[config.mk]
export PLATFORM = sky130hd
export DESIGN_NAME = modulo_contador_t_param
export DESIGN_NICKNAME = d
export VERILOG_FILES = /design/src/rtl/modulo_contador_t_param_pkg.sv /design/src/rtl/modulo_contador_t_param_ff_t_celula.sv /design/src/rtl/modulo_contador_t_param.sv
export SDC_FILE = /design/constraint.sdc
export NUM_CORES = 1
export LEC_CHECK = 0
export ABC_AREA = 1
export ABC_CLOCK_PERIOD_IN_PS = 1600
export BUFFER_PORTS_ARGS = -buffer_cell sky130_fd_sc_hd__clkbuf_2
export CORE_AREA = 4 4 41 43
export DETAILED_ROUTE_END_ITERATION = 10
export DIE_AREA = 0 0 45 47
export PLACE_DENSITY = 0.71
export SLEW_MARGIN = 10
export SYNTH_ARGS = -nofsm -noshare
export SYNTH_HDL_FRONTEND = slang
export SYNTH_SLANG_ARGS = --single-unit
[constraint.sdc]
create_clock -name clk -period 1.6 [get_ports clk]
set_input_delay 0.08 -clock clk [delete_from_list [all_inputs] [get_ports clk]]
set_output_delay 0.08 -clock clk [all_outputs]
set_load 0.01 [all_outputs]
[src/rtl/modulo_contador_t_param_pkg.sv]
// Shared constants for the modulo T-flop counters: direction encoding,
// common digit/time-base moduli and a parameter sanity helper.
package modulo_contador_t_param_pkg;

    localparam logic CNT_UP   = 1'b1;
    localparam logic CNT_DOWN = 1'b0;

    localparam int unsigned MOD_DIGIT   = 10;
    localparam int unsigned MOD_SEXT    = 6;
    localparam int unsigned MOD_HOURS   = 24;
    localparam int unsigned MOD_MIN_SEC = 60;

    function automatic bit params_ok(input int unsigned width,
                                     input int unsigned modulo,
                                     input int unsigned init_val);
        return (width >= 1) && (width < 32) && (modulo >= 2) &&
               (64'(modulo) <= (64'(1) << width)) && (init_val < modulo);
    endfunction

endpackage

[src/rtl/modulo_contador_t_param_ff_t_celula.sv]
// Single T flip-flop cell: toggles on a rising clock edge when t is high,
// asynchronously forced to RST_VAL by clr.
module modulo_ff_t_celula #(
    parameter logic RST_VAL = 1'b0
) (
    input  logic clk,
    input  logic clr,
    input  logic t,
    output logic q
);

    logic q_d, q_q;

    always_comb begin
        q_d = t ? ~q_q : q_q;
    end

    always_ff @(posedge clk or posedge clr) begin
        if (clr) begin
            q_q <= RST_VAL;
        end else begin
            q_q <= q_d;
        end
    end

    assign q = q_q;

endmodule

[src/rtl/modulo_contador_t_param.sv]
// Modulo-M up/down counter on a T flip-flop bank, with parallel load,
// cascade terminal count, registered wrap pulse and sticky load error.
module modulo_contador_t_param
    import modulo_contador_t_param_pkg::*;
#(
    parameter int unsigned WIDTH    = 4,
    parameter int unsigned MODULO   = MOD_DIGIT,
    parameter int unsigned INIT_VAL = 0
) (
    input  logic             clk,
    input  logic             clr,
    input  logic             enable,
    input  logic             up_down,
    input  logic             load,
    input  logic [WIDTH-1:0] load_val,
    output logic [WIDTH-1:0] count,
    output logic             tc,
    output logic             wrap,
    output logic             load_err
);

    if (!params_ok(WIDTH, MODULO, INIT_VAL)) begin : g_param_err
        $error("modulo_contador_t_param: invalid WIDTH/MODULO/INIT_VAL");
    end

    localparam logic [WIDTH-1:0] MaxVal  = WIDTH'(MODULO - 1);
    localparam logic [WIDTH-1:0] InitVal = WIDTH'(INIT_VAL);

    logic [WIDTH-1:0] count_d;
    logic [WIDTH-1:0] toggle;
    logic             load_ok;
    logic             wrap_d, wrap_q;
    logic             load_err_d, load_err_q;

    assign load_ok = (32'(load_val) < MODULO);

    always_comb begin
        count_d    = count;
        wrap_d     = 1'b0;
        load_err_d = load_err_q;
        if (load) begin
            if (load_ok) begin
                count_d = load_val;
            end else begin
                count_d    = MaxVal;
                load_err_d = 1'b1;
            end
        end else if (enable) begin
            if (up_down == CNT_UP) begin
                if (count == MaxVal) begin
                    count_d = '0;
                    wrap_d  = 1'b1;
                end else begin
                    count_d = count + WIDTH'(1);
                end
            end else begin
                if (count == '0) begin
                    count_d = MaxVal;
                    wrap_d  = 1'b1;
                end else begin
                    count_d = count - WIDTH'(1);
                end
            end
        end
    end

    // Only the bits that differ between current and next value toggle.
    assign toggle = count ^ count_d;

    for (genvar i = 0; i < WIDTH; i++) begin : g_cell
        modulo_ff_t_celula #(
            .RST_VAL(InitVal[i])
        ) u_cell (
            .clk(clk),
            .clr(clr),
            .t  (toggle[i]),
            .q  (count[i])
        );
    end

    always_ff @(posedge clk or posedge clr) begin
        if (clr) begin
            wrap_q     <= 1'b0;
            load_err_q <= 1'b0;
        end else begin
            wrap_q     <= wrap_d;
            load_err_q <= load_err_d;
        end
    end

    assign tc       = enable & ((up_down == CNT_UP) ? (count == MaxVal) : (count == '0));
    assign wrap     = wrap_q;
    assign load_err = load_err_q;

endmodule
### After elaboration in Yosys (flattened, before gate mapping)

Index checks and enable logic that the tools add are counted.

* flip-flop bits (word level): 6
* input port bits: 9
* output and inout port bits: 7
* word-level logic and storage cells: 31

* $add $sub $neg: 2
* multiplexer cells: 12
* equal/unequal tests: 1
* $lt $le $gt $ge: 1
* reductions and logical operators: 2
* bitwise logic cells: 7

Operators by type and width (count)
* $mux W4: 6
* $mux W1: 6
* $not A1 Y1: 5
* $add A4 B1 Y4 const B: 1
* $eq A4 B4 Y1 const B: 1
* $logic_not A4 Y1: 1
* $lt A4 B4 Y1 const B: 1
* $sub A4 B1 Y4 const B: 1
* $xor A4 B4 Y4: 1
* $reduce_and A2 Y1: 1
* $and A1 B1 Y1: 1

### Longest topological paths before layout

Gate-level depths: netlist (run 1).

* word-level depth: 6
* depth in mapped cells: 9
* depth with buffers taken out: 9

### By module

Synthesis (run 1) repeated with hierarchy kept, for this count alone.

* cells, all modules: 103
* area, all modules: 615.6 µm²

Modules (own cells, without submodules)
* modulo_contador_t_param: seq. area each 50.0 µm², instances 1, cells each 75, area each 425.4 µm²
* modulo_ff_t_celula: seq. area each 25.0 µm², instances 4, cells each 7, area each 47.5 µm²

### Worst setup path after synthesis (run 1)

Ideal clock, no wire load.

* kind: reg2reg
* start point: register g_cell[0].u_cell.q_q
* end point: register g_cell[3].u_cell.q_q
* arrival time: 1183 ps
* stages on the path, launching flop included: 9
* data required time: 1527 ps
* clock period less this slack: 1256 ps
* setup time: 73 ps
* setup slack: 344 ps
* buffers on the path: 0
* cell sequence: dfrtp_1 inv_1 ha_1 nand3_2 nand2_2 nand2_1 nand2_1 nand2_1 a21oi_2

* longest elaborated chain between the ends: 6
* elaborated cells between the ends (all ways): 10
* classes of those cells: add/sub (2); eq/ne (1); mux (5); bitwise (1); reduce/logical (1)

Ends and longest elaborated chain
* start, declared: RTL line modulo_contador_t_param_ff_t_celula.sv:12 `logic q_d, q_q;`
* start signal, assigned: RTL line modulo_contador_t_param_ff_t_celula.sv:22 `q_q <= q_d;`
* $sub A4 B1 Y4 (tied with other cells): RTL line modulo_contador_t_param.sv:61 `count_d = count - WIDTH'(1);`
* $mux W4, on equally long branches: RTL line modulo_contador_t_param.sv:57, modulo_contador_t_param.sv:50
* $mux W4 (*): RTL line modulo_contador_t_param.sv:49 `if (up_down == CNT_UP) begin`
* $mux W4 (*): RTL line modulo_contador_t_param.sv:48 `end else if (enable) begin`
* $mux W4 (*): RTL line modulo_contador_t_param.sv:41 `if (load) begin`
* $xor A4 B4 Y4 (*): RTL line modulo_contador_t_param.sv:68 `assign toggle = count ^ count_d;`
* end signal, assigned: RTL line modulo_contador_t_param_ff_t_celula.sv:22
* end, declared: RTL line modulo_contador_t_param_ff_t_celula.sv:12

Every way passes the cells marked *; elsewhere a longest branch is shown, timed or not.
A chain may end at the register's enable or synchronous reset.

### Final worst setup path (run 1)

* start point: register g_cell[0].u_cell.q_q
* end point: output tc

* longest elaborated chain between the ends: 3
* elaborated cells between the ends (all ways): 4
* classes of those cells: eq/ne (1); mux (1); bitwise (1); reduce/logical (1)

Ends and longest elaborated chain
* $eq A4 B4 Y1 / $logic_not A4 Y1 (equally long branches): RTL line modulo_contador_t_param.sv:91 `assign tc = enable & ((up_down == CNT_UP) ? (count == MaxVal) : (count == '0));`
* $mux W1 (*): RTL line modulo_contador_t_param.sv:91
* $and A1 B1 Y1 (*): RTL line modulo_contador_t_param.sv:91
* end, declared: RTL line modulo_contador_t_param.sv:17 `output logic tc,`

Marks and branches as above.

==> Flow_metrics.wiki, run 1 <==
{| class="wikitable"
! Metric !! Value
|-
| Run status || completed
|-
| Sequential area share after synthesis || 28.9%
|-
| Die height || 47 µm
|-
| DIE AREA || 2120 µm²
|-
| GR met2 Demand/Resource || 23.2%
|-
| Synthesized area || 519 µm²
|-
| Capture point of the worst reg-to-reg path || g_cell[1].u_cell.q
|-
| Clock tree skew after final layout || 0.00249 ns
|-
| P per Cell Area || 820 nW/µm²
|-
| Cell with the biggest individual delay on the critical path || sky130_fd_sc_hd__dfrtp_2
|-
| Worst path setup slack after routing || 0.0683 ns
|-
| Hold Crit Endpoint || g_cell[2].u_cell.q
|-
| Average wire per standard cell || 12.3 µm
|-
| Residual antenna-violating net count after detailed routing || 0
|-
| Number of buffer and inverter instances along the worst setup path || 2
|-
| Logic depth of the worst register-to-register path || 9
|-
| Antenna Diode Count || 0
|-
| Final wirelength || 1220 µm
|-
| Max incr delay on CP || 0.45 ns
|-
| Cell Chain, Critical Path || inv_2, ha_4, nand3_2, nand2_2, nand2_1, nor2_1, clkbuf_2
|-
| FF/Latch Area || 153 µm²
|-
| GRT Residual Overflow || 0
|-
| Total number of placement rows || 13
|-
| Clock buffer count from CTS || 3
|-
| Layout cells sized above 1 || 38.1%
|-
| GR Util met1 || 16.2%
|-
| Launch point of the worst hold path || load_val[2]
|-
| Worst Setup Start Kind || register
|-
| Ys Warns || 0
|-
| Hold Crit Depth || 3
|-
| Core area || 1300 µm²
|-
| Count of maximum capacitance violations || 0
|-
| Pin count of the biggest net entering global routing || 9
|-
| Max Fclk || 653 MHz
|-
| Wire length of the first global-routing pass || 2020 µm
|-
| Worst R2R Start || g_cell[1].u_cell.q
|-
| Final net count || 98
|-
| Final count of pins violating max slew || 0
|-
| Antenna violations before repair || 0
|-
| CTS tree || built
|-
| Number of remaining DRC errors || 0
|-
| Post-route design area || 614 µm²
|-
| Detailed Place HPWL || 918 µm
|-
| TritonCTS Sinks || 6
|-
| Flip-flop and latch count after synthesis || 6
|-
| Final clock period utilization by the worst path || 95.7%
|-
| Number of fill cells in the layout || 145
|-
| VDD IR-drop max || 0.741 mV
|-
| Syn-to-layout area delta || 18.3%
|-
| Top Usage Layer GRT || met2
|-
| Aggregate negative setup slack || 0 ns
|-
| Clock insertion delay at the later pin of the skew report || 0.24 ns
|-
| Top cell family by delay on the critical path || flip-flops
|-
| Chip width || 45 µm
|-
| Final setup violation count || 0
|-
| Number of different library cells in the post-synthesis netlist || 24
|-
| Final critical path time including I/O delays and setup || 1.53 ns
|-
| Combined area of the multi-input logic cells || 297 µm²
|-
| DR iter-0 viols || 12
|-
| Number of instances in the synthesized netlist || 71
|-
| Leak pwr || 0.000321 µW
|-
| Slew HR || 73.7%
|-
| Clock transition time at the flip-flop clock pins of the worst setup and hold paths || 0.04 ns
|-
| Root buf cell || sky130_fd_sc_hd__clkbuf_4
|-
| Most used cells in the layout excluding fill and tap cells || sky130_fd_sc_hd__nand2_1 (18), sky130_fd_sc_hd__clkbuf_2 (15), sky130_fd_sc_hd__nand3_1 (5), sky130_fd_sc_hd__a21oi_1 (5)
|-
| Crit path kind || register to output pin
|-
| Number of hold-slack violations in the final timing report || 0
|-
| Initial cell density of the core || 39.9%
|-
| Number of global-route vias before repair || 467
|-
| Total number of vias || 489
|-
| Post-placement setup slack || 0.196 ns
|-
| CP max FO || 7
|-
| Critical path capture point type || output pin
|-
| Average size of a mapped cell || 7.31 µm²
|-
| GRT Resource Usage Total || 12.9%
|-
| End-of-flow core utilization || 47.2%
|-
| Commonest non-fill, non-tap cell in the layout || sky130_fd_sc_hd__nand2_1
|-
| Slew @ Worst Pin || 0.394 ns
|-
| Worst min-delay path class || primary input to register
|-
| Synthesized net count || 83
|-
| Worst-case clock buffer depth || 2
|-
| Reg-to-reg slack, setup || 0.27 ns
|-
| Level count of the clock H-tree || 1
|-
| Endpoint required time on the critical path || 1.52 ns
|-
| I/O pins || 16
|-
| TritonRoute pass-1 iters || 4
|-
| Grt met3 use || 4.21%
|-
| IO buf count || 15
|-
| Weighted congestion reported at the end of routability-driven placement || 0.838
|-
| Data arrival time of the critical path || 1.45 ns
|-
| Placed Instance Area || 567 µm²
|-
| Via/cell ratio || 4.94
|}
stage by stage:
stage | cells | total power (µW) | hold WS [ns]
floorplan | 71 | 326 | -0.129
global placement | 95 | 353 | -0.0231
detailed placement | 95 | 354 | -0.0202
CTS | 99 | 499 | 0.0722
global route | 99 | 548 | 0.0877
finish | 99 | 504 | 0.0733
cell families (layout without fill, tap and decap cells):
kind of cell	count (synthesis)	after routing	synth area share, %
AND/OR/NAND/NOR	33	33	30.6
adder cells (fa/ha/maj)	3	3	7.23
AO/OA/AOI/OAI	13	13	15.2
flip-flops	6	6	28.9
buffers and inverters	15	28	16.4
XOR/XNOR	1	1	1.69
sequential cells by signal (all words and copies together) (netlist names):
| signal | count |
|---|---|
| g_cell.u_cell.q | 4 |
| load_err | 1 |
| wrap | 1 |
layout make-up:
type	instances	area share, %
multi-input combinational	50	48.3
tap	15	3.05
timing repair buffer	16	13.8
clock buffer	3	3.67
inverter	9	6.31
sequential	6	24.8
metal layers:
layer,vias to the layer above,share of wire (%)
li1,252,-
met1,221,42
met2,16,52
met3,0,5.5
met4,0,0
met5,-,0
tightest hold or removal path, stage by stage:
cell	delay [ns]
sky130_fd_sc_hd__clkbuf_2	0.09
sky130_fd_sc_hd__nand2_1	0.05
sky130_fd_sc_hd__nand2_1	0.05
power breakdown:
part           switching, µW  internal, µW  leakage (µW)
Sequential              29.7           166     0.0000680
Combinational           99.8          73.7      0.000239
Clock                   49.8          84.5     0.0000138
Total                    179           325      0.000321
synth_stat cells:
cell,n,area (µm²)
sky130_fd_sc_hd__nand2_1,18,67.6
sky130_fd_sc_hd__dfrtp_1,6,150
sky130_fd_sc_hd__inv_1,6,22.5
sky130_fd_sc_hd__a21oi_1,5,25.0
sky130_fd_sc_hd__nand3_1,5,25.0
sky130_fd_sc_hd__buf_4,4,30.0
sky130_fd_sc_hd__ha_1,3,37.5
sky130_fd_sc_hd__nor2_1,3,11.3
sky130_fd_sc_hd__inv_2,2,7.51
sky130_fd_sc_hd__nand2_2,2,12.5
sky130_fd_sc_hd__nand3_2,2,20.0
sky130_fd_sc_hd__o211ai_1,2,15.0
sky130_fd_sc_hd__o21ai_0,2,10.0
sky130_fd_sc_hd__a21o_1,1,7.51
sky130_fd_sc_hd__a21oi_2,1,8.76
sky130_fd_sc_hd__buf_6,1,11.3
sky130_fd_sc_hd__clkbuf_2,1,5.00
sky130_fd_sc_hd__inv_6,1,8.76
sky130_fd_sc_hd__nand4_1,1,6.26
sky130_fd_sc_hd__nor2_4,1,11.3
sky130_fd_sc_hd__nor3_1,1,5.00
sky130_fd_sc_hd__o21a_1,1,7.51
sky130_fd_sc_hd__o21ai_1,1,5.00
sky130_fd_sc_hd__xor2_1,1,8.76
repair_timing:
action,CTS,global route
hold buffers,1,0
hold endpoints to repair,6,0
buffers inserted,0,0
resized for setup,3,3
setup endpoints to repair,1,1
worst max path at each step:
stage               cells past startpoint                  to          startpoint  slack (ns)
finish                                  7                  tc  g_cell[0].u_cell.q        0.07
global route                            7                  tc  g_cell[0].u_cell.q      -0.005
CTS                                     7                  tc  g_cell[1].u_cell.q        0.01
detailed placement                      7                  tc  g_cell[0].u_cell.q        0.20
global placement                        7                  tc  g_cell[0].u_cell.q        0.20
floorplan                               8  g_cell[3].u_cell.q  g_cell[0].u_cell.q        0.34
Power figures use the tool's default switching activity.
==> run 2, diff against run 1 <==
- ABC_CLOCK_PERIOD_IN_PS: 1600 -> 1900
- PLACE_DENSITY: 0.71 -> 0.79
- SETUP_SLACK_MARGIN: unset -> 0.15
- SYNTH_HIERARCHICAL: unset -> 1
- clock period: 1.6 -> 1.9 ns (I/O delays scaled with it)
==> run 2 against run 1 <==
Largest power group is now combinational cells. Synthesized cell count rose by 45%. Combinational power rose to 4.0 times the previous value. Global-route usage rose by 2.5 points.
==> Flow_metrics.wiki, run 2 <==
{| class="wikitable"
! Metric !! Value
|-
| Run status || completed
|-
| Syn-to-layout area delta || 26.6%
|-
| Synth area leaders || sky130_fd_sc_hd__dfrtp_1 (24%), sky130_fd_sc_hd__nand2_1 (21%), sky130_fd_sc_hd__inv_1 (10%)
|-
| Residual antenna-violating net count after detailed routing || 0 (unchanged)
|-
| Flip-flop and latch count after synthesis || 6 (unchanged)
|-
| Number of different library cells in the post-synthesis netlist || 24 (unchanged)
|-
| Die height || 47 µm (unchanged)
|-
| TritonCTS Sinks || 6 (unchanged)
|-
| Commonest cells post-synth || sky130_fd_sc_hd__nand2_1 (34), sky130_fd_sc_hd__inv_1 (17), sky130_fd_sc_hd__nand3_1 (9), sky130_fd_sc_hd__nor2_1 (9), sky130_fd_sc_hd__dfrtp_1 (6)
|-
| CTS tree || built
|-
| DR iter-0 viols || 17 (+5)
|-
| Leak pwr || 0.000473 µW (+47%)
|-
| GRT Residual Overflow || 0 (unchanged)
|-
| Slew @ Worst Pin || 0.442 ns (+0.0477 ns)
|-
| Sequential area share after synthesis || 24.4% (-4.5 points)
|-
| Max incr delay on CP || 0.46 ns (about the same)
|-
| Layout cells sized above 1 || 27.4% (-11 points)
|-
| Clock buffer count from CTS || 3 (unchanged)
|-
| IO buf count || 15 (unchanged)
|-
| Clock insertion delay at the later pin of the skew report || 0.25 ns (about the same)
|-
| CP max FO || 6 (-1)
|-
| VDD IR-drop max || 0.747 mV (+0.87%)
|-
| Aggregate negative setup slack || 0 ns (unchanged)
|-
| Final net count || 138 (+41%)
|-
| Antenna violations before repair || 0 (unchanged)
|-
| Final count of pins violating max slew || 0 (unchanged)
|-
| Proportion of netlist area held by the largest area contributor || 24.4% (-4.5 points)
|-
| Ys Warns || 6 (+6)
|-
| Commonest non-fill, non-tap cell in the layout || sky130_fd_sc_hd__nand2_1
|-
| TritonRoute pass-1 iters || 4 (unchanged)
|-
| Main combinational cell family by area after synthesis || simple AND/OR/NAND/NOR gates
|-
| Via/cell ratio || 5.14 (+4.0%)
|-
| Final clock period utilization by the worst path || 86.3%
|-
| Top Usage Layer GRT || met2
|-
| Most used cells in the layout excluding fill and tap cells || sky130_fd_sc_hd__nand2_1 (34), sky130_fd_sc_hd__inv_1 (16), sky130_fd_sc_hd__clkbuf_2 (15)
|-
| Number of instances in the synthesized netlist || 103 (+45%)
|-
| Number of hold-slack violations in the final timing report || 0 (unchanged)
|-
| Cell Chain, Critical Path || inv_2, ha_2, nand3_2, nand2_1, nand2_1, o211ai_1, nand2_1, xor2_1, inv_1, nand2_1, nand2_1
|-
| P per Cell Area || 1420 nW/µm² (+73%)
|-
| Compound-Gate Fraction of Synth Area || 9.55% (-5.6 points)
|-
| Core area || 1300 µm² (unchanged)
|-
| Ys flop type || sky130_fd_sc_hd__dfrtp_1
|-
| Slew HR || 70.6% (-3.2 points)
|-
| Grt met3 use || 3.83% (-0.38 points)
|-
| Xor and xnor area share after synthesis || 1.42% (-0.26 points)
|-
| Detailed Place HPWL || 1160 µm (+26%)
|-
| Critical path capture point type || register
|-
| Final non-filler cell total || 139 (+40%)
|-
| Crit path kind || register to register
|-
| Endpoint required time on the critical path || 2.05 ns (+0.53 ns)
|-
| GR met2 Demand/Resource || 28.2% (+5.1 points)
|-
| Pin count of the biggest net entering global routing || 12 (+3)
|-
| Number of global-route vias before repair || 627 (+34%)
|-
| Final critical path time including I/O delays and setup || 1.64 ns
|-
| Average wire per standard cell || 11.0 µm (-11%)
|-
| Data arrival time of the critical path || 1.79 ns (+0.34 ns)
|-
| Number of enable flip-flop cells after synthesis || 0 (unchanged)
|-
| Total number of vias || 714 (+46%)
|-
| Antenna Diode Count || 0 (unchanged)
|-
| Count of maximum capacitance violations || 0 (unchanged)
|-
| Number of flip-flops in the largest register || 4 (unchanged)
|-
| GRT Resource Usage Total || 15.5% (+2.5 points)
|-
| Worst Setup Start Kind || register
|-
| Multiplexer share of the synthesized area || 0% (unchanged)
|-
| Level count of the clock H-tree || 1 (unchanged)
|-
| Initial cell density of the core || 47.3% (+7.4 points)
|-
| Cell total after placement || 132 (+39%)
|-
| Library cell with the largest summed area after synthesis || sky130_fd_sc_hd__dfrtp_1
|-
| Adder and majority gate portion of the synthesized area || 6.10% (-1.1 points)
|-
| Weighted congestion reported at the end of routability-driven placement || 0.887 (+5.9%)
|-
| Most frequent cell on the critical path || sky130_fd_sc_hd__nand2_1
|-
| Clock tree skew after final layout || 0.0146 ns (+0.0121 ns)
|-
| GR Util met1 || 17.8% (+1.6 points)
|-
| Worst min-delay path class || primary input to register
|-
| Chip width || 45 µm (unchanged)
|-
| DIE AREA || 2120 µm² (unchanged)
|-
| Final setup violation count || 0 (unchanged)
|-
| Total number of placement rows || 13 (unchanged)
|-
| Worst-case clock buffer depth || 2 (unchanged)
|-
| Simple logic cell fraction of the synthesized area || 42.7% (+12 points)
|-
| I/O pins || 16 (unchanged)
|-
| Most common cell in the synthesized netlist || sky130_fd_sc_hd__nand2_1
|-
| Synthesized net count || 115 (+39%)
|-
| Root buf cell || sky130_fd_sc_hd__clkbuf_4
|-
| Max Fclk || 610 MHz
|-
| Cell with the biggest individual delay on the critical path || sky130_fd_sc_hd__dfrtp_2
|-
| Unrepaired setup endpoints after global routing || false
|-
| Synthesized area || 616 µm² (+19%)
|-
| FFs w/ async S/R, synth || 100% (unchanged)
|-
| Clock transition time at the flip-flop clock pins of the worst setup and hold paths || 0.06 ns (+0.02 ns)
|-
| Average size of a mapped cell || 5.98 µm² (-18%)
|-
| Number of remaining DRC errors || 0 (unchanged)
|-
| Wire length of the first global-routing pass || 2410 µm (+19%)
|-
| Final wirelength || 1530 µm (+25%)
|}
run 2: changes by cell type in the layout (fill, tap and decap cells not counted), sizes merged, moves of 2 or more:
cell | previous run | this run
inv | 9 | 21
nand3 | 7 | 10
nand2 | 20 | 36
buf | 0 | 3
a21oi | 6 | 4
nor2 | 4 | 10
run 2: cell families after synthesis:
kind of cell,after synthesis
compound gates,10
xor+xnor,1
fa+ha+maj,3
buf+inv,23
flops,6
simple gates,60
run 2: final cells by class:
cell class              count  area (µm²)
repair buffers             20         120
fillers                   129         522
well taps                  15        18.8
flip-flops and latches      6         151
clock buffers               3        22.5
inverters                  21        81.3
multi-input cells          74         385
run 2: worst max-delay path: cells and delay by family (launching register included):
family / cells / cell delay, ns
compound gates: 1 / 0.09
xor+xnor: 1 / 0.18
simple gates: 6 / 0.42
flops: 1 / 0.46
fa+ha+maj: 1 / 0.20
buf+inv: 2 / 0.17
run 2: per-layer routing:
metal	vias to the layer above	part of all wire (%)
li1	364	-
met3	2	5.3
met2	22	51
met4	0	0.52
met5	-	0
met1	326	43
run 2: path summary, 6_finish.rpt:
| check | startpoint | endpoint | slack, ns | depth (start not counted) |
|---|---|---|---|---|
| max in group asynchronous | clr | load_err | 1.47 | 3 |
| max | g_cell[0].u_cell/q | g_cell[0].u_cell/q | 0.26 | 11 |
| min | load | wrap | 0.18 | 2 |
| max reg2reg | g_cell[0].u_cell/q | g_cell[0].u_cell/q | 0.26 | 11 |
| min reg2reg | load_err | load_err | 0.46 | 1 |
| min in group asynchronous | clr | g_cell[2].u_cell/q | 0.28 | 3 |
run 2: power by group:
group / switching [µW] / leakage [µW] / internal (µW)
registers: 105 / 0.0000694 / 177
logic: 405 / 0.000390 / 295
clock network: 51.9 / 0.0000138 / 71.9
run 2: repair_timing:
action | CTS | global route
hold endpoints to repair | 6 | 0
endpoints found under the setup margin | 4 | 4
hold buffers | 1 | 0
resized for setup | 1 | 5
buffers inserted | 0 | 3
run 2: per-stage QoR:
stage	util (%)	setup slack (ns)	power, µW	hold WS, ns	cell area [µm²]
floorplan	-	0.220	738	-0.176	616
global route	59.9	0.140	1220	0.201	779
global placement	53.8	0.219	858	-0.000737	701
detailed placement	53.8	0.159	882	0.0000706	701
CTS	56.4	0.187	1020	0.168	734
finish	59.9	0.260	1110	0.178	779
